$ cat src/rtl/ps2_key_pkg.sv
// Shared constants and types for the PS/2 set-2 key decoder.
package ps2_key_pkg;

    localparam logic [7:0] PS2_EXT = 8'hE0;
    localparam logic [7:0] PS2_BRK = 8'hF0;
    localparam logic [7:0] LSHIFT  = 8'h12;
    localparam logic [7:0] RSHIFT  = 8'h59;
    localparam logic [7:0] CAPS    = 8'h58;

    localparam logic [7:0] ASCII_CR          = 8'd13;
    localparam logic [7:0] ASCII_BS          = 8'd8;
    localparam logic [7:0] ASCII_TAB         = 8'd9;
    localparam logic [7:0] ASCII_SPACE       = 8'h20;
    localparam logic [7:0] ASCII_CASE_OFFSET = 8'h20;

    typedef enum logic [1:0] {IDLE, EXT, BRK, EXT_BRK} state_t;

    function automatic logic is_modifier(input logic [7:0] code);
        return (code == LSHIFT) || (code == RSHIFT) || (code == CAPS);
    endfunction

endpackage

$ cat src/rtl/ps2_scan_lut.sv
// Combinational set-2 make-code lookup; letters are returned upper-case and
// the decoder applies Shift/Caps afterwards.
module ps2_scan_lut
    import ps2_key_pkg::*;
(
    input  logic [7:0] code,
    output logic       hit,
    output logic [7:0] base_ascii,
    output logic       is_letter
);

    always_comb begin
        hit        = 1'b1;
        is_letter  = 1'b1;
        base_ascii = 8'h00;
        case (code)
            8'h1C: base_ascii = 8'h41;
            8'h32: base_ascii = 8'h42;
            8'h21: base_ascii = 8'h43;
            8'h23: base_ascii = 8'h44;
            8'h24: base_ascii = 8'h45;
            8'h2B: base_ascii = 8'h46;
            8'h34: base_ascii = 8'h47;
            8'h33: base_ascii = 8'h48;
            8'h43: base_ascii = 8'h49;
            8'h3B: base_ascii = 8'h4A;
            8'h42: base_ascii = 8'h4B;
            8'h4B: base_ascii = 8'h4C;
            8'h3A: base_ascii = 8'h4D;
            8'h31: base_ascii = 8'h4E;
            8'h44: base_ascii = 8'h4F;
            8'h4D: base_ascii = 8'h50;
            8'h15: base_ascii = 8'h51;
            8'h2D: base_ascii = 8'h52;
            8'h1B: base_ascii = 8'h53;
            8'h2C: base_ascii = 8'h54;
            8'h3C: base_ascii = 8'h55;
            8'h2A: base_ascii = 8'h56;
            8'h1D: base_ascii = 8'h57;
            8'h22: base_ascii = 8'h58;
            8'h35: base_ascii = 8'h59;
            8'h1A: base_ascii = 8'h5A;
            default: begin
                is_letter = 1'b0;
                case (code)
                    8'h45: base_ascii = 8'h30;
                    8'h16: base_ascii = 8'h31;
                    8'h1E: base_ascii = 8'h32;
                    8'h26: base_ascii = 8'h33;
                    8'h25: base_ascii = 8'h34;
                    8'h2E: base_ascii = 8'h35;
                    8'h36: base_ascii = 8'h36;
                    8'h3D: base_ascii = 8'h37;
                    8'h3E: base_ascii = 8'h38;
                    8'h46: base_ascii = 8'h39;
                    8'h29: base_ascii = ASCII_SPACE;
                    8'h5A: base_ascii = ASCII_CR;
                    8'h66: base_ascii = ASCII_BS;
                    8'h0D: base_ascii = ASCII_TAB;
                    default: hit = 1'b0;
                endcase
            end
        endcase
    end

endmodule

$ cat src/rtl/ps2_key_decoder.sv
// PS/2 set-2 scancode to ASCII decoder with output FIFO.
// Optional PS2_TYPEMATIC_FILTER_EN suppresses auto-repeat makes of a held key.
module ps2_key_decoder
    import ps2_key_pkg::*;
#(
    parameter int DEPTH = 8,
    parameter int CNT_W = 8
) (
    input  logic             clk,
    input  logic             clrn,
    input  logic             scan_valid,
    input  logic [7:0]       scan_code,
    input  logic             out_ready,
    input  logic             clr_ovf,
    output logic             out_valid,
    output logic [7:0]       out_ascii,
    output logic [7:0]       out_scan,
    output logic             caps_led,
    output logic             shift_held,
    output logic             overflow,
    output logic [CNT_W-1:0] key_count
);

    localparam int AW = $clog2(DEPTH);
    localparam int CW = AW + 1;
    localparam logic [AW:0] FULL_CNT = {1'b1, {AW{1'b0}}};

    state_t        state, state_nxt;
    logic          make_evt, brk_evt, repeat_make, accept_make;
    logic          lut_hit, lut_letter;
    logic [7:0]    lut_base, ascii_val;
    logic          lshift, rshift;
    logic          push_req, push_ok, pop, full, drop;
    logic [15:0]   mem [DEPTH];
    logic [AW-1:0] wr_ptr, rd_ptr;
    logic [AW:0]   count;

    always_ff @(posedge clk or negedge clrn) begin
        if (!clrn) state <= IDLE;
        else       state <= state_nxt;
    end

    always_comb begin
        state_nxt = state;
        make_evt  = 1'b0;
        brk_evt   = 1'b0;
        if (scan_valid) begin
            case (state)
                IDLE: begin
                    if (scan_code == PS2_EXT)      state_nxt = EXT;
                    else if (scan_code == PS2_BRK) state_nxt = BRK;
                    else                           make_evt  = 1'b1;
                end
                EXT:     state_nxt = (scan_code == PS2_BRK) ? EXT_BRK : IDLE;
                BRK: begin
                    brk_evt   = 1'b1;
                    state_nxt = IDLE;
                end
                EXT_BRK: state_nxt = IDLE;
                default: state_nxt = IDLE;
            endcase
        end
    end

    ps2_scan_lut u_lut (
        .code       (scan_code),
        .hit        (lut_hit),
        .base_ascii (lut_base),
        .is_letter  (lut_letter)
    );

`ifdef PS2_TYPEMATIC_FILTER_EN
    logic [7:0] last_make;

    // Remember the held key so that auto-repeat makes can be recognised and dropped.
    always_ff @(posedge clk or negedge clrn) begin
        if (!clrn) begin
            last_make <= 8'h00;
        end else if (accept_make && (lut_hit || is_modifier(scan_code))) begin
            last_make <= scan_code;
        end else if (brk_evt && (scan_code == last_make)) begin
            last_make <= 8'h00;
        end
    end

    assign repeat_make = (scan_code == last_make);
`else
    assign repeat_make = 1'b0;
`endif

    assign accept_make = make_evt & ~repeat_make;
    assign shift_held  = lshift | rshift;
    assign ascii_val   = (lut_letter && !(shift_held ^ caps_led)) ? lut_base + ASCII_CASE_OFFSET
                                                                  : lut_base;

    always_ff @(posedge clk or negedge clrn) begin
        if (!clrn) begin
            lshift   <= 1'b0;
            rshift   <= 1'b0;
            caps_led <= 1'b0;
        end else if (accept_make) begin
            if (scan_code == LSHIFT) lshift   <= 1'b1;
            if (scan_code == RSHIFT) rshift   <= 1'b1;
            if (scan_code == CAPS)   caps_led <= ~caps_led;
        end else if (brk_evt) begin
            if (scan_code == LSHIFT) lshift <= 1'b0;
            if (scan_code == RSHIFT) rshift <= 1'b0;
        end
    end

    // A pop in the same cycle frees the slot a push into a full FIFO needs.
    assign push_req  = accept_make & lut_hit;
    assign out_valid = (count != '0);
    assign full      = (count == FULL_CNT);
    assign pop       = out_valid & out_ready;
    assign push_ok   = push_req & (~full | pop);
    assign drop      = push_req & full & ~pop;

    always_ff @(posedge clk) begin
        if (push_ok) mem[wr_ptr] <= {ascii_val, scan_code};
    end

    always_ff @(posedge clk or negedge clrn) begin
        if (!clrn) begin
            wr_ptr <= '0;
            rd_ptr <= '0;
            count  <= '0;
        end else begin
            if (push_ok) wr_ptr <= wr_ptr + AW'(1);
            if (pop)     rd_ptr <= rd_ptr + AW'(1);
            case ({push_ok, pop})
                2'b10:   count <= count + CW'(1);
                2'b01:   count <= count - CW'(1);
                default: count <= count;
            endcase
        end
    end

    assign out_ascii = out_valid ? mem[rd_ptr][15:8] : 8'h00;
    assign out_scan  = out_valid ? mem[rd_ptr][7:0]  : 8'h00;

    always_ff @(posedge clk or negedge clrn) begin
        if (!clrn) begin
            overflow  <= 1'b0;
            key_count <= '0;
        end else begin
            if (push_ok)      key_count <= key_count + CNT_W'(1);
            if (drop)         overflow  <= 1'b1;
            else if (clr_ovf) overflow  <= 1'b0;
        end
    end

endmodule

$ cat config.mk
export PLATFORM = sky130hd
export DESIGN_NAME = ps2_key_decoder
export DESIGN_NICKNAME = d
export VERILOG_FILES = /design/src/rtl/ps2_key_pkg.sv /design/src/rtl/ps2_scan_lut.sv /design/src/rtl/ps2_key_decoder.sv
export SDC_FILE = /design/constraint.sdc
export NUM_CORES = 1
export LEC_CHECK = 0
export BUFFER_PORTS_ARGS = -buffer_cell sky130_fd_sc_hd__buf_2
export CORE_ASPECT_RATIO = 1.2
export CORE_MARGIN = 1.5
export CORE_UTILIZATION = 40
export DETAILED_ROUTE_END_ITERATION = 12
export GPL_TIMING_DRIVEN = 0
export HOLD_SLACK_MARGIN = 0.06
export SLEW_MARGIN = 20
export SYNTH_ARGS = -nofsm -noshare
export SYNTH_HDL_FRONTEND = slang
export SYNTH_HIERARCHICAL = 1
export SYNTH_SLANG_ARGS = --single-unit
$ cat constraint.sdc
create_clock -name clk -period 8.6 [get_ports clk]
set_clock_uncertainty 0.2 [all_clocks]
set_input_delay 0.43 -clock clk [delete_from_list [all_inputs] [get_ports clk]]
set_output_delay 0.43 -clock clk [all_outputs]
set_load 0.02 [all_outputs]
==> key figures <==
Synthesis
  • Asr flop ratio synth: 0.158
  • Synth warnings: 6
  • Synthesized area: just over 0.007 sq mm
  • Count leader, synth: edfxtp_1
  • Commonest cells in the netlist: edfxtp_1 (128), nor2_1 (39), mux4_2 (32), nand2_1 (26), mux2i_1 (25)
  • Post-Syn Nets: a little under 500
  • Post-Synthesis Cells: 470
  • Synth unique cells: 62
  • Syn Area/Cell: approximately 15 sq um
  • Main synth FF type: edfxtp_1
  • Area leader, netlist: edfxtp_1
  • FF+latch count, synth: between 150 and 200
  • EDFF count, synth: about 130
  • Top-area cell type share of the netlist area: 0.545
  • Post-synthesis sequential area ratio: 0.631
  • Largest cells by area after synthesis: edfxtp_1 (55%), mux4_2 (10%), dfrtp_1 (8.5%), mux2i_1 (3.6%), nor2_1 (2.1%)

Clock tree
  • Clock buffer depth: 2
  • CTS tree: built
  • CTS Root Buffer Type: clkbuf_16
  • TritonCTS Buffers: 17
  • Clock latency on the worst-skew pair: roughly 0.41 ns
  • Clk slew on worst S/H paths: around 0.060 ns
  • Sink Count: ~150
  • Max H-tree Level: 4

Run status
  • Status: finished clean

Global routing
  • GR Util met3: 0.0192
  • GRT Total Usage: 0.184
  • Largest net degree at the start of global routing: 25
  • GR Overflow Total: 0
  • Antenna violations before repair: 0
  • GR Layer Usage met2: 0.294
  • GR peak layer: met2
  • First-pass GRT wire length: between 20,000 and 30,000 microns
  • GR met1 Demand/Resource: 0.254
  • Vias in the first global route: approximately 4,300

Pwr
  • Sw Ratio: 0.326
  • Leakage: about 0.003 uW
  • Maximum VDD drop: ~0.00014 V
  • Pint: about 1600 uW
  • Share of power burned in registers: 0.382
  • Clock power frac: 0.304
  • Total power: approximately 2300 uW
  • PD cells: 280 mW/mm^2
  • Sw Pwr: roughly 760 uW
  • Gate power share: 0.314

Worst hold path
  • Hold_sp: out_ready
  • Hold endpoint: rd_ptr[2]
  • WHS Path Cells: 3
  • Hold Crit Class: input port to flip-flop

Floorplanning
  • Core Area: about 0.017 sq mm
  • Row count: between 50 and 60
  • IO Pins: 41
  • Die width: 124 microns
  • Die height: 148 microns
  • Initial core utilization: 0.406
  • Die area: roughly 0.018 sq mm

Final layout
  • Layout cells sized above 1: 0.304
  • Synth-to-Final Area Change: 17.5%
  • # diodes: 0
  • Multi-input logic area: roughly 0.0025 sq mm
  • FF/Latch Area: around 0.0044 sq mm
  • # fillers: between 1,500 and 2,000
  • Fin nets: 568

Critical path
  • Worst r2r dst: mem[6][3]
  • Critical R2R Launch: state[1]
  • Reg2Reg Depth: 8
  • CP arrival: between 4 and 5 ns
  • CP max FO: 13
  • Required @ worst endpoint: roughly 8.5 ns
  • R2r setup slk: between 5 and 6 ns
  • Kind of start point of the critical path: input port
  • CP Capture Type: flip-flop
  • Setup CP Type: input port to flip-flop

Timing
  • Final Setup Violations: 0
  • Maximum clock rate: approximately 230 MHz
  • Slew @ Worst Pin: about 1.0 ns
  • Final hold violation count: 0
  • Unrepaired setup endpoints after global routing: no
  • Hold WS: ~0.13 ns
  • Slew HR: 0.314
  • Fin crit period: roughly 4.4 ns
  • Slew Viols, Final: 0
  • Sum Neg Setup Slack: 0 ns
  • Tcrit/Tclk final: 0.510

Drt
  • Avg WL per Cell: approximately 20 microns
  • Detail Route Antenna Nets: 0
  • Total Wirelength: about 16,000 microns
  • Via count: approximately 4,300
  • DRC: 0
  • First-pass DRT Iterations: 5
  • DR vias/cell: about 5.5
  • 1st-iter DRT viols: around 380

Run
  • Max cap viols: 0

Placement
  • RePlAce Congestion: 0.858
  • Port bufs: 40
  • HPWL Detailed: between 10,000 and 15,000 microns
## worst max-delay path by stage
stage	end	startpoint	slack, ns
2_1_floorplan	mem[2][0]	scan_code[0]	4.05
3_3_place_gp	mem[1][13]	scan_code[7]	1.68
3_5_place_dp	mem[6][3]	scan_code[7]	3.84
4_1_cts	mem[6][3]	scan_code[7]	4.27
5_1_grt	mem[6][3]	scan_code[7]	4.03
6_report	mem[6][3]	scan_code[7]	4.22
## metrics by stage
| stage | util | cells | setup slack (ns) | area (sq um) |
|---|---|---|---|---|
| 2_1_floorplan | - | 470 | 4.05 | 7050 |
| 3_3_place_gp | 0.433 | 730 | 1.68 | 7520 |
| 3_5_place_dp | 0.443 | 748 | 3.84 | 7690 |
| 4_1_cts | 0.477 | 783 | 4.27 | 8280 |
| 5_1_grt | 0.477 | 783 | 4.03 | 8280 |
| 6_report | 0.477 | 783 | 4.22 | 8280 |
## power by group through the flow
stage / Combinational [uW] / Sequential, uW / Clock (uW)
5_1_grt: 795 / 894 / 754
3_3_place_gp: 727 / 897 / 0
6_report: 727 / 887 / 705
3_5_place_dp: 743 / 902 / 0
2_1_floorplan: 522 / 902 / 0
4_1_cts: 746 / 887 / 721
## placed cells by master, fill, tap and decap left out, types with 3 or more instances in the layout
master	count
nand2b_1	8
o22ai_1	4
edfxtp_1	128
inv_6	7
nor3_1	7
nor2_1	38
o21ai_0	11
clkinvlp_4	3
a21oi_1	9
mux4_2	32
dfrtp_1	24
nor2b_1	5
clkbuf_16	17
nand2_1	26
nand4_1	8
dlygate4sd3_1	3
xor2_1	4
a211oi_1	3
buf_4	12
xnor2_1	15
mux2i_1	25
ha_1	5
or4b_1	4
o31ai_1	3
nor4b_2	4
clkbuf_1	7
buf_2	67
nand4b_1	3
nand3_1	10
inv_1	8
o32ai_1	3
mux2_2	4
nor3b_2	3
## registers in the layout, summed over array words and instances (netlist names)
| name | cells |
|---|---|
| caps_led | 1 |
| count | 4 |
| key_count | 8 |
| lshift | 1 |
| mem | 128 |
| overflow | 1 |
| rd_ptr | 3 |
| rshift | 1 |
| state | 2 |
| wr_ptr | 3 |
## per-layer routing
layer / up-vias / share of wire / routed length (microns)
li1: 1996 / - / -
met1: 2148 / 0.42 / 6650
met2: 142 / 0.51 / 8000
met3: 28 / 0.041 / 639
met4: 0 / 0.027 / 421
met5: - / 0 / 0
## layout make-up
class / instances / share of cell area
Multi-Input combinational cell: 278 / 0.297
Inverter: 9 / 0.00408
Buffer: 31 / 0.0181
Clock buffer: 18 / 0.0518
Sequential cell: 152 / 0.537
Timing Repair Buffer: 61 / 0.0429
Tap cell: 220 / 0.0332
Clock inverter: 14 / 0.0163
## worst max-delay path, cell delays in order
cell,delay [ns]
buf_2,0.18
buf_2,0.22
nor4bb_1,0.88
a32oi_1,0.23
o211ai_2,0.24
a311oi_2,0.08
nand3_4,0.15
a211o_1,0.17
o211a_4,0.21
and2_1,0.14
buf_2,0.22
nand2_1,0.19
nor3b_2,0.48
buf_4,0.26
buf_4,0.21
## repair_timing
action | in CTS | in global routing
setup buffers | 0 | 0
hold buffers | 3 | 0
gates resized for setup | 0 | 0
hold endpoints to repair | 26 | 0
## kinds of logic (layout without fill, tap and decap cells)
| kind of cell | after synthesis | in the layout | synth area share |
|---|---|---|---|
| compound gates | 49 | 49 | 0.0495 |
| buf+inv | 40 | 133 | 0.0261 |
| xor+xnor | 19 | 19 | 0.0236 |
| mux | 61 | 61 | 0.144 |
| other cells | 1 | 1 | 0.000532 |
| fa+ha+maj | 5 | 5 | 0.00888 |
| flops | 152 | 152 | 0.631 |
| simple gates | 143 | 143 | 0.116 |
(Power assumes the default switching activity.)
